$ cat config.mk
export PLATFORM = sky130hd
export DESIGN_NAME = fp8_to_fixed
export DESIGN_NICKNAME = d
export VERILOG_FILES = /design/src/rtl/fp8_to_fixed.sv
export SDC_FILE = /design/constraint.sdc
export NUM_CORES = 1
export LEC_CHECK = 0
export ABC_AREA = 0
export CAP_MARGIN = 20
export CORE_ASPECT_RATIO = 1.75
export CORE_MARGIN = 5
export CORE_UTILIZATION = 61
export CTS_CLUSTER_SIZE = 8
export DETAILED_ROUTE_END_ITERATION = 7
export PLACE_DENSITY = 0.88
export SLEW_MARGIN = 15
export SYNTH_ARGS = -nofsm -noshare
export SYNTH_HDL_FRONTEND = slang
export SYNTH_SLANG_ARGS = --single-unit
$ cat constraint.sdc
create_clock -name clk -period 4.5 [get_ports clk]
set_input_delay 1.35 -clock clk [delete_from_list [all_inputs] [get_ports clk]]
set_output_delay 1.35 -clock clk [all_outputs]
set_load 0.03 [all_outputs]
$ cat src/rtl/fp8_to_fixed.sv
// FP8 E5M2 to signed fixed-point converter with a one-bit-per-cycle denormalizing shifter.
// Optional round-to-nearest-even when FP8_TO_FIXED_ROUND_EN is defined; truncates otherwise.
`timescale 1ns/1ps
module fp8_to_fixed #(
  parameter int unsigned OUT_WIDTH  = 16,
  parameter int unsigned FRAC_WIDTH = 4
) (
  input  logic                 clk,
  input  logic                 rst_n,
  input  logic                 in_valid,
  output logic                 in_ready,
  input  logic [7:0]           fp_in,
  output logic                 out_valid,
  input  logic                 out_ready,
  output logic [OUT_WIDTH-1:0] fx_out,
  output logic                 ovf_out
);

  localparam int unsigned KW = $clog2(FRAC_WIDTH + 15) + 1;

  typedef enum logic [1:0] {IDLE, SHIFT, ROUND, DONE} state_t;

  state_t               state_q, state_d;
  logic [OUT_WIDTH-1:0] mag_q, mag_d;
  logic [OUT_WIDTH-1:0] fx_q, fx_d;
  logic [KW-1:0]        k_q, k_d;
  logic                 sign_q, sign_d;
  logic                 left_q, left_d;
  logic                 g_q, g_d;
  logic                 s_q, s_d;
  logic                 sat_q, sat_d;
  logic                 ovf_q, ovf_d;

  logic                 rnd_inc;
  logic [OUT_WIDTH:0]   rnd_sum;
  logic [OUT_WIDTH-1:0] rnd_mag;
  logic                 rnd_ovf;
  logic [4:0]           exp_in;
  int                   sh;

`ifdef FP8_TO_FIXED_ROUND_EN
  assign rnd_inc = g_q & (s_q | mag_q[0]);
`else
  assign rnd_inc = 1'b0;
`endif

  assign exp_in = fp_in[6:2];

  always_comb begin
    rnd_sum = {1'b0, mag_q} + {{OUT_WIDTH{1'b0}}, rnd_inc};
    // Any value at or above 2^(OUT_WIDTH-1) saturates symmetrically.
    rnd_ovf = sat_q | rnd_sum[OUT_WIDTH] | rnd_sum[OUT_WIDTH-1];
    rnd_mag = rnd_ovf ? {1'b0, {(OUT_WIDTH-1){1'b1}}} : rnd_sum[OUT_WIDTH-1:0];
  end

  always_comb begin
    state_d = state_q;
    mag_d   = mag_q;
    fx_d    = fx_q;
    k_d     = k_q;
    sign_d  = sign_q;
    left_d  = left_q;
    g_d     = g_q;
    s_d     = s_q;
    sat_d   = sat_q;
    ovf_d   = ovf_q;
    sh      = int'(exp_in) - 17 + int'(FRAC_WIDTH);

    case (state_q)
      IDLE: begin
        if (in_valid) begin
          sign_d = fp_in[7];
          mag_d  = {{(OUT_WIDTH-3){1'b0}}, 1'b1, fp_in[1:0]};
          g_d    = 1'b0;
          s_d    = 1'b0;
          sat_d  = 1'b0;
          left_d = (sh >= 0);
          if (sh >= 0)
            k_d = KW'(sh);
          else if (sh < -4)
            k_d = KW'(4);
          else
            k_d = KW'(-sh);
          if (exp_in == 5'd0) begin
            mag_d = '0;
            k_d   = '0;
          end
          if (exp_in == 5'd31) begin
            sat_d = 1'b1;
            k_d   = '0;
          end
          state_d = SHIFT;
        end
      end
      SHIFT: begin
        if (k_q == '0 || mag_q[OUT_WIDTH-1]) begin
          if (mag_q[OUT_WIDTH-1])
            sat_d = 1'b1;
          state_d = ROUND;
        end else begin
          k_d = k_q - KW'(1);
          if (left_q) begin
            mag_d = {mag_q[OUT_WIDTH-2:0], 1'b0};
          end else begin
            g_d   = mag_q[0];
            s_d   = s_q | g_q;
            mag_d = {1'b0, mag_q[OUT_WIDTH-1:1]};
          end
        end
      end
      ROUND: begin
        ovf_d   = rnd_ovf;
        fx_d    = sign_q ? -rnd_mag : rnd_mag;
        state_d = DONE;
      end
      DONE: begin
        if (out_ready)
          state_d = IDLE;
      end
      default: state_d = IDLE;
    endcase
  end

  always_ff @(posedge clk or negedge rst_n) begin
    if (!rst_n) begin
      state_q <= IDLE;
      mag_q   <= '0;
      fx_q    <= '0;
      k_q     <= '0;
      sign_q  <= 1'b0;
      left_q  <= 1'b0;
      g_q     <= 1'b0;
      s_q     <= 1'b0;
      sat_q   <= 1'b0;
      ovf_q   <= 1'b0;
    end else begin
      state_q <= state_d;
      mag_q   <= mag_d;
      fx_q    <= fx_d;
      k_q     <= k_d;
      sign_q  <= sign_d;
      left_q  <= left_d;
      g_q     <= g_d;
      s_q     <= s_d;
      sat_q   <= sat_d;
      ovf_q   <= ovf_d;
    end
  end

  assign in_ready  = (state_q == IDLE);
  assign out_valid = (state_q == DONE);
  assign fx_out    = fx_q;
  assign ovf_out   = ovf_q;

endmodule

==> reports/metrics.cfg, run 1 <==
[clock_network]
clock_latency_ps = 300
h-tree-depth = 2
cts_resized = 0
ctsLongestPathBuffers = 2
root_buffer = clkbuf_8
postCtsHoldBufs = 0
clk_pin_slew_ps = 90
numClockSinks = 44
cts_buffers = 5
cts_tree = built
post_cts_buffers = 0

[cells_and_area]
diodes = 0
drive_above_1_share = 0.1507
nets = 369
areaGrowthSynthToFinish_pct = 14.03
n_fill_cell = 376

[synth]
ys_warn_count = 0
synth_top_flop_cell = dfrtp_1
async_flop_share = 1.000
yosysMostFrequentCell = dfrtp_1
synth_cells = 323
synth.top_cell.area_share = 0.3787
yosys-top-cells-count = dfrtp_1 (44), nand2_1 (43), nor2_1 (32)
syn_avg_cell_area_sq_um = 9.002
synth_cell_type_count = 54
synth-edff-count = 0
synth.net_count = 348
yosys.area_share.simple = 0.2194
synth_seq_area_share = 0.3787
synth_compound_area_frac = 0.1390
synth.area.mux_share = 0.1114
post_synth_instance_area_sq_um = 2908
synthTopCellsByArea = dfrtp_1 (38%), mux2_2 (10%), ha_1 (5.6%)
synth_top_area_cell = dfrtp_1
synth_xor_area_frac = 0.05422
synth_top_family_by_area = simple AND/OR/NAND/NOR gates
synth_adder_area_share = 0.05594
ys_ff_latch = 44

[drt]
drtPass1Iterations = 5
vias_per_cell = 6.123
drtIter0Drc = 49
drc = 0
drt-total-wl_um = 6206
wl_per_cell_um = 15.63
vias = 2431
ant_nets = 0

[worst_setup_path]
cp-end-kind = register
setup.worst_path.class = input port to register
worstPathRequired_ps = 4720
r2r_cells = 8
crit_fanout = 8
cp-start-kind = input port
cp_data_arrival_time_ps = 4190

[timing]
hold_viol_final = 0
min_period_ps = 3966
relSlewSlack = 0.3866
finalSetupViolations = 0
rsz0062_at_grt = false
period_share = 0.8814
skew_ps = 7.872
worstMarginPinSlew_ps = 920.1
max_clock_freq_ghz = 0.2521
slew_violations = 0
fin_tns_setup_ps = 0

[floorplanning]
dieArea_sq_um = 6302
core.rowCount = 33
io_pins = 31
die_h_um = 101.3
start_util = 0.6232
die_w_um = 62.19
core-area_sq_um = 4666

[power_and_ir_drop]
irDropWorstVdd_mv = 0.4845
total_power_mw = 2.239
p_leak_nw = 1.459
cellPowerDensity_nw_per_um2 = 675.4

[placed_design]
port_buffers = 30
gp_congestion = 0.8410
dp_hpwl_um = 4588

[outcome]
outcome = finished clean

[grt]
grt_max_degree = 45
track_usage = 0.1987
grt_pass1_wl_um = 10220
antenna_found_initial = 0
grt_pass1_vias = 2302
grt_overflow = 0

[min_path]
hold_path_class = register to register
hold_depth = 1

[job]
drv_cap = 0

-- power by group --
part	leakage (nW)	total, mW	internal, mW	switching [mW]
sequential	0.539	0.689	0.541	0.148
combinational	0.872	1.30	0.572	0.727
clock	0.0479	0.251	0.108	0.143
-- through the flow --
step                hold WS, ps  worst slack [ps]  utilization  cells  instance area (sq um)
finish                    509.3             533.9       0.7106    397                   3316
global route              535.0             442.3       0.7106    397                   3316
CTS                       517.5             548.5       0.7064    396                   3296
detailed placement        496.4             231.9       0.6876    388                   3208
global placement          489.8             330.3       0.6876    388                   3208
floorplan                 474.3              1018            -    323                   2908
-- cell families after synthesis --
group	count (synthesis)
AOI/OAI and AO/OA	60
buffers and inverters	30
and+or+nand+nor	129
adders and majority gates	13
muxes	29
xor gates and xnor gates	18
DFF	44
-- critical path: stages --
cell	delay, ps
clkdlybuf4s50_1	580
inv_1	120
ha_1	240
xnor2_1	330
inv_1	120
ha_1	330
or4b_2	670
nor4_1	210
a211oi_1	80
o211ai_1	170
-- cells in the final DEF (no fill, tap or decap), types with 4 or more instances in the layout --
cell type / synthesis / final
dfrtp_1: 44 / 44
nand2_1: 43 / 43
nor2_1: 32 / 32
clkdlybuf4s50_1: 0 / 29
mux2_2: 26 / 26
nand3_1: 17 / 17
a21oi_1: 15 / 15
o21ai_0: 14 / 14
ha_1: 13 / 13
inv_1: 10 / 10
xor2_1: 10 / 10
xnor2_1: 8 / 8
nor3_1: 6 / 6
o31ai_1: 6 / 6
clkbuf_8: 0 / 5
nor4_1: 4 / 4
-- metal layers --
metal  vias up  global-route usage  wire length [um]
li1       1183                   -                 -
met1      1144              0.2031              2292
met2        72              0.3626              3356
met3        32             0.02886               215
met4         0              0.1436               341
met5         -                   0                 0
-- flip-flops by register name, indices dropped and copies added (netlist names) --
name,count
fx_out,16
k_q,6
sat_q,1
state_q,2
left_q,1
sign_q,1
ovf_out,1
mag_q,16
-- path summary, 6_finish.rpt --
| kind | start | endpoint | slack (ps) |
|---|---|---|---|
| max | fp_in[3] | k_q[5] | 530 |
| min | fx_out[2] | fx_out[2] | 510 |
| max reg2reg | state_q[1] | k_q[2] | 2140 |
| min reg2reg | fx_out[2] | fx_out[2] | 510 |
| max in group asynchronous | rst_n | k_q[1] | 3160 |
| min in group asynchronous | rst_n | mag_q[13] | 900 |
-- cell type report --
class / instances / area, sq um / area share
clock inverter: 3 / 18.77 / 0.005660
sequential: 44 / 1101 / 0.3321
inverter: 10 / 37.54 / 0.01132
multi-input combinational: 249 / 1687 / 0.5087
timing repair buffer: 34 / 337.8 / 0.1019
tap: 52 / 65.06 / 0.01962
clock buffer: 5 / 68.82 / 0.02075
No activity file was read; power rests on OpenSTA's default activity.
==> inputs of run 2 (changes only) <==
--- a/config.mk
+++ b/config.mk
@@ -7,9 +7,11 @@
 export LEC_CHECK = 0
 export ABC_AREA = 0
 export CAP_MARGIN = 20
+export CELL_PAD_IN_SITES_DETAIL_PLACEMENT = 0
+export CELL_PAD_IN_SITES_GLOBAL_PLACEMENT = 1
 export CORE_ASPECT_RATIO = 1.75
 export CORE_MARGIN = 5
-export CORE_UTILIZATION = 61
+export CORE_UTILIZATION = 47
 export CTS_CLUSTER_SIZE = 8
 export DETAILED_ROUTE_END_ITERATION = 7
 export PLACE_DENSITY = 0.88
==> reports/metrics.cfg, run 2 (synthesis results as in run 1) <==
[min_path]
hold_path_class = register to register
hp-start = fx_out[4]
hold_depth = 1
hold_end = fx_out[4]

[placed_design]
dp_hpwl_um = 4698
gp_congestion = 0.8579
dpl.cell_count = 417
port_buffers = 30

[floorplanning]
core-area_sq_um = 6133
dieArea_sq_um = 7922
die_h_um = 114.1
core.rowCount = 38
io_pins = 31
die_w_um = 69.46
start_util = 0.4741

[clock_network]
clk_pin_slew_ps = 80
clock_latency_ps = 300
cts_resized = 0
postCtsHoldBufs = 0
cts_buffers = 5
post_cts_buffers = 0
ctsLongestPathBuffers = 2
h-tree-depth = 2
numClockSinks = 44
root_buffer = clkbuf_8
cts_tree = built

[timing]
relSlewSlack = 0.3901
max_clock_freq_ghz = 0.2665
worstMarginPinSlew_ps = 914.8
hold_viol_final = 0
period_share = 0.8337
skew_ps = 4.069
hold_ws_ps = 506.6
min_period_ps = 3752
slew_violations = 0
fin_tns_setup_ps = 0
rsz0062_at_grt = false
finalSetupViolations = 0

[grt]
grt_overflow = 0
grt_max_degree = 45
antenna_found_initial = 0
track_usage = 0.1682
grt_pass1_wl_um = 10890
grt_pass1_vias = 2379

[outcome]
outcome = finished clean

[cells_and_area]
utilization = 0.5490
drive_above_1_share = 0.1507
layout_common_cells = dfrtp_1 (44), nand2_1 (43), nor2_1 (32)
diodes = 0
final_common_cell = dfrtp_1
nets = 370
areaGrowthSynthToFinish_pct = 15.79
instances_no_fill = 425

[drt]
drtPass1Iterations = 4
wl_per_cell_um = 14.97
topRoutingLayerUsed = met4
drtIter0Drc = 166
wl_met1_um = 2432
drc = 0
met2_length_um = 3579
vias = 2378
wl_met3_um = 208
ant_nets = 0
drt-total-wl_um = 6362
vias_per_cell = 5.595

[worst_setup_path]
cp-end-kind = register
r2r_slack_ps = 2140
worstPathRequired_ps = 4720
cp-start-kind = input port
r2r-end = k_q[2]
cp_data_arrival_time_ps = 3970
setup.worst_path.class = input port to register
crit_fanout = 8
r2r-start = state_q[1]
r2r_cells = 8

[power_and_ir_drop]
irDropWorstVdd_mv = 0.2726
cellPowerDensity_nw_per_um2 = 664.5
p_leak_nw = 1.466

[job]
drv_cap = 0

## run 2: cell count changes in the layout (fill, tap and decap cells not counted), sizes merged
cell    delta
buf        +1
clkinv     -3
clkbuf     +2
## run 2: metrics by stage
| stage | power [mW] | cell area, sq um | worst slack (ps) |
|---|---|---|---|
| global placement | 1.967 | 3251 | 488.1 |
| floorplan | 1.634 | 2908 | 1018 |
| finish | 2.238 | 3367 | 748.3 |
| global route | 2.418 | 3367 | 578.8 |
| CTS | 2.255 | 3347 | 742.8 |
| detailed placement | 1.985 | 3251 | 437.5 |
## run 2: cell type report
type	instances	area, sq um
sequential	44	1101
fill	554	2766
multi-input combinational	249	1687
timing repair buffer	35	345.3
inverter	10	37.54
tap	80	100.1
clock buffer	7	96.34
## run 2: worst max-delay path, cell delays in order
cell	delay, ps
clkdlybuf4s50_1	580
inv_1	120
ha_1	240
xnor2_1	190
inv_1	80
ha_1	310
or4b_2	660
nor4_1	200
a211oi_1	70
o211ai_1	170
## run 2: worst max path at each step
stage / slack (ps) / from / cells past startpoint / to
2_1_floorplan: 1020 / fp_in[2] / 10 / k_q[5]
3_3_place_gp: 490 / fp_in[3] / 10 / k_q[5]
3_5_place_dp: 440 / fp_in[3] / 10 / k_q[5]
4_1_cts: 740 / fp_in[3] / 10 / k_q[5]
5_1_grt: 580 / fp_in[3] / 10 / k_q[5]
6_report: 750 / fp_in[3] / 10 / k_q[5]
## run 2: power breakdown
group          internal (mW)  switching [mW]
sequential             0.541           0.144
combinational          0.573           0.713
clock                  0.137           0.130
total                   1.25           0.987
## run 2: routing by layer
| metal | up-vias | GRT usage |
|---|---|---|
| li1 | 1182 | - |
| met1 | 1132 | 0.1647 |
| met2 | 52 | 0.3329 |
| met3 | 12 | 0.02636 |
| met4 | 0 | 0.08344 |
| met5 | - | 0 |
==> inputs of run 3 (changes only) <==
--- a/config.mk
+++ b/config.mk
@@ -11,10 +11,10 @@
 export CELL_PAD_IN_SITES_GLOBAL_PLACEMENT = 1
 export CORE_ASPECT_RATIO = 1.75
 export CORE_MARGIN = 5
-export CORE_UTILIZATION = 47
+export CORE_UTILIZATION = 44
 export CTS_CLUSTER_SIZE = 8
 export DETAILED_ROUTE_END_ITERATION = 7
-export PLACE_DENSITY = 0.88
+export PLACE_DENSITY = 0.84
 export SLEW_MARGIN = 15
 export SYNTH_ARGS = -nofsm -noshare
 export SYNTH_HDL_FRONTEND = slang
==> constraint.sdc (replaced) <==
create_clock -name clk -period 3.9 [get_ports clk]
set_input_delay 1.17 -clock clk [delete_from_list [all_inputs] [get_ports clk]]
set_output_delay 1.17 -clock clk [all_outputs]
set_load 0.03 [all_outputs]
==> reports/metrics.cfg, run 3 (synthesis results as in run 1) <==
[clock_network]
cts_tree = built
root_buffer = clkbuf_16
h-tree-depth = 2
postCtsHoldBufs = 0
clock_latency_ps = 290
cts_buffers = 5
ctsLongestPathBuffers = 2
post_cts_buffers = 0
numClockSinks = 44
clk_pin_slew_ps = 60
cts_resized = 0

[floorplanning]
dieArea_sq_um = 8398
die_w_um = 71.45
core-area_sq_um = 6490
core.rowCount = 39
start_util = 0.4480
die_h_um = 117.5
io_pins = 31

[cells_and_area]
utilization = 0.5308
final_common_cell = dfrtp_1
multiInputGateArea_sq_um = 1687
drive_above_1_share = 0.1605
nets = 373
diodes = 0
n_fill_cell = 604
areaGrowthSynthToFinish_pct = 18.46
ff_latch_area_sq_um = 1101
layout_common_cells = dfrtp_1 (44), nand2_1 (43), nor2_1 (32)

[worst_setup_path]
cp-end-kind = register
worstPathRequired_ps = 4110
path_cells = clkdlybuf4s50_1, inv_1, ha_1, xnor2_1, inv_1, ha_1, or4b_2, nor4_1, a211oi_1, o211ai_1
r2r_cells = 7
crit_fanout = 8
cp_data_arrival_time_ps = 3670
setup.worst_path.class = input port to register
cpPeakStageDelay_ps = 660
cp-start-kind = input port
cpMaxStageDelayCell = or4b_2

[timing]
min_period_ps = 3465
relSlewSlack = 0.4045
worstMarginPinSlew_ps = 893.2
skew_ps = 6.417
slew_violations = 0
rsz0062_at_grt = false
fin_tns_setup_ps = 0
period_share = 0.8884
max_clock_freq_ghz = 0.2886
hold_viol_final = 0
finalSetupViolations = 0

[drt]
drtPass1Iterations = 4
drt-total-wl_um = 6574
wl_per_cell_um = 15.25
drtIter0Drc = 145
vias = 2414
drc = 0
ant_nets = 0
vias_per_cell = 5.601

[grt]
grt_max_degree = 45
grt_pass1_wl_um = 10920
antenna_found_initial = 0
use_met2 = 0.3197
grt_overflow = 0
grt_pass1_vias = 2286
gr-usage-met3 = 0.02051
gr-usage-met1 = 0.1568
busiest_layer = met2
track_usage = 0.1610

[min_path]
hold_depth = 1
hold_path_class = register to register

[power_and_ir_drop]
switchingPower_mw = 1.161
p_leak_nw = 1.507
cellPowerDensity_nw_per_um2 = 785.0
irDropWorstVdd_mv = 0.2906
comb_power_share = 0.550
sw_frac_of_total = 0.4293
p_int_mw = 1.543
pwr-share-clk = 0.155
total_power_mw = 2.704
seqPwrFrac = 0.295

[placed_design]
gp_congestion = 0.9023
port_buffers = 30
dp_hpwl_um = 5017

[job]
drv_cap = 0

[outcome]
outcome = finished clean

## run 3: critical path, delay by kind of cell
family,cells,cell delay [ps]
compound gates,2,260
xor+xnor,1,190
fa+ha+maj,2,570
buf+inv,3,630
simple gates,2,860
## run 3: path summary, 6_finish.rpt
path,startpoint,endpoint,slack (ps)
max in group asynchronous,rst_n,fx_out[6],2690
setup reg to reg,state_q[1],k_q[4],1500
hold reg to reg,fx_out[11],fx_out[11],500
setup / recovery,fp_in[2],k_q[5],440
hold / removal,fx_out[11],fx_out[11],500
min in group asynchronous,rst_n,mag_q[12],750
## run 3: cell type report
cell class,count,area share
Tap cell,82,0.02979
Inverter,10,0.01090
Clock inverter,2,0.002906
Multi-Input combinational cell,249,0.4896
Timing Repair Buffer,38,0.1068
Clock buffer,6,0.04032
Sequential cell,44,0.3197
## run 3: metal layers
metal | routed length, um | vias up
li1 | - | 1195
met1 | 2341 | 1162
met2 | 3906 | 49
met3 | 194 | 8
met4 | 132 | 0
met5 | 0 | -
## run 3: power groups by stage
stage	sequential [mW]	combinational (mW)	clock, mW
after floorplan	0.901	0.984	0
final	0.797	1.49	0.420
after detailed placement	0.810	1.50	0
after CTS	0.801	1.50	0.432
after global placement	0.801	1.48	0
after global routing	0.826	1.62	0.448
## run 3: through the flow
step                instances  hold WS [ps]  cell area [sq um]  setup slack, ps
finish                    431         502.7               3445            435.4
global route              431         517.3               3445            226.6
CTS                       430         509.1               3425            448.7
detailed placement        422         495.6               3276            142.0
global placement          422         489.0               3276            195.2
floorplan                 323         474.3               2908            597.7
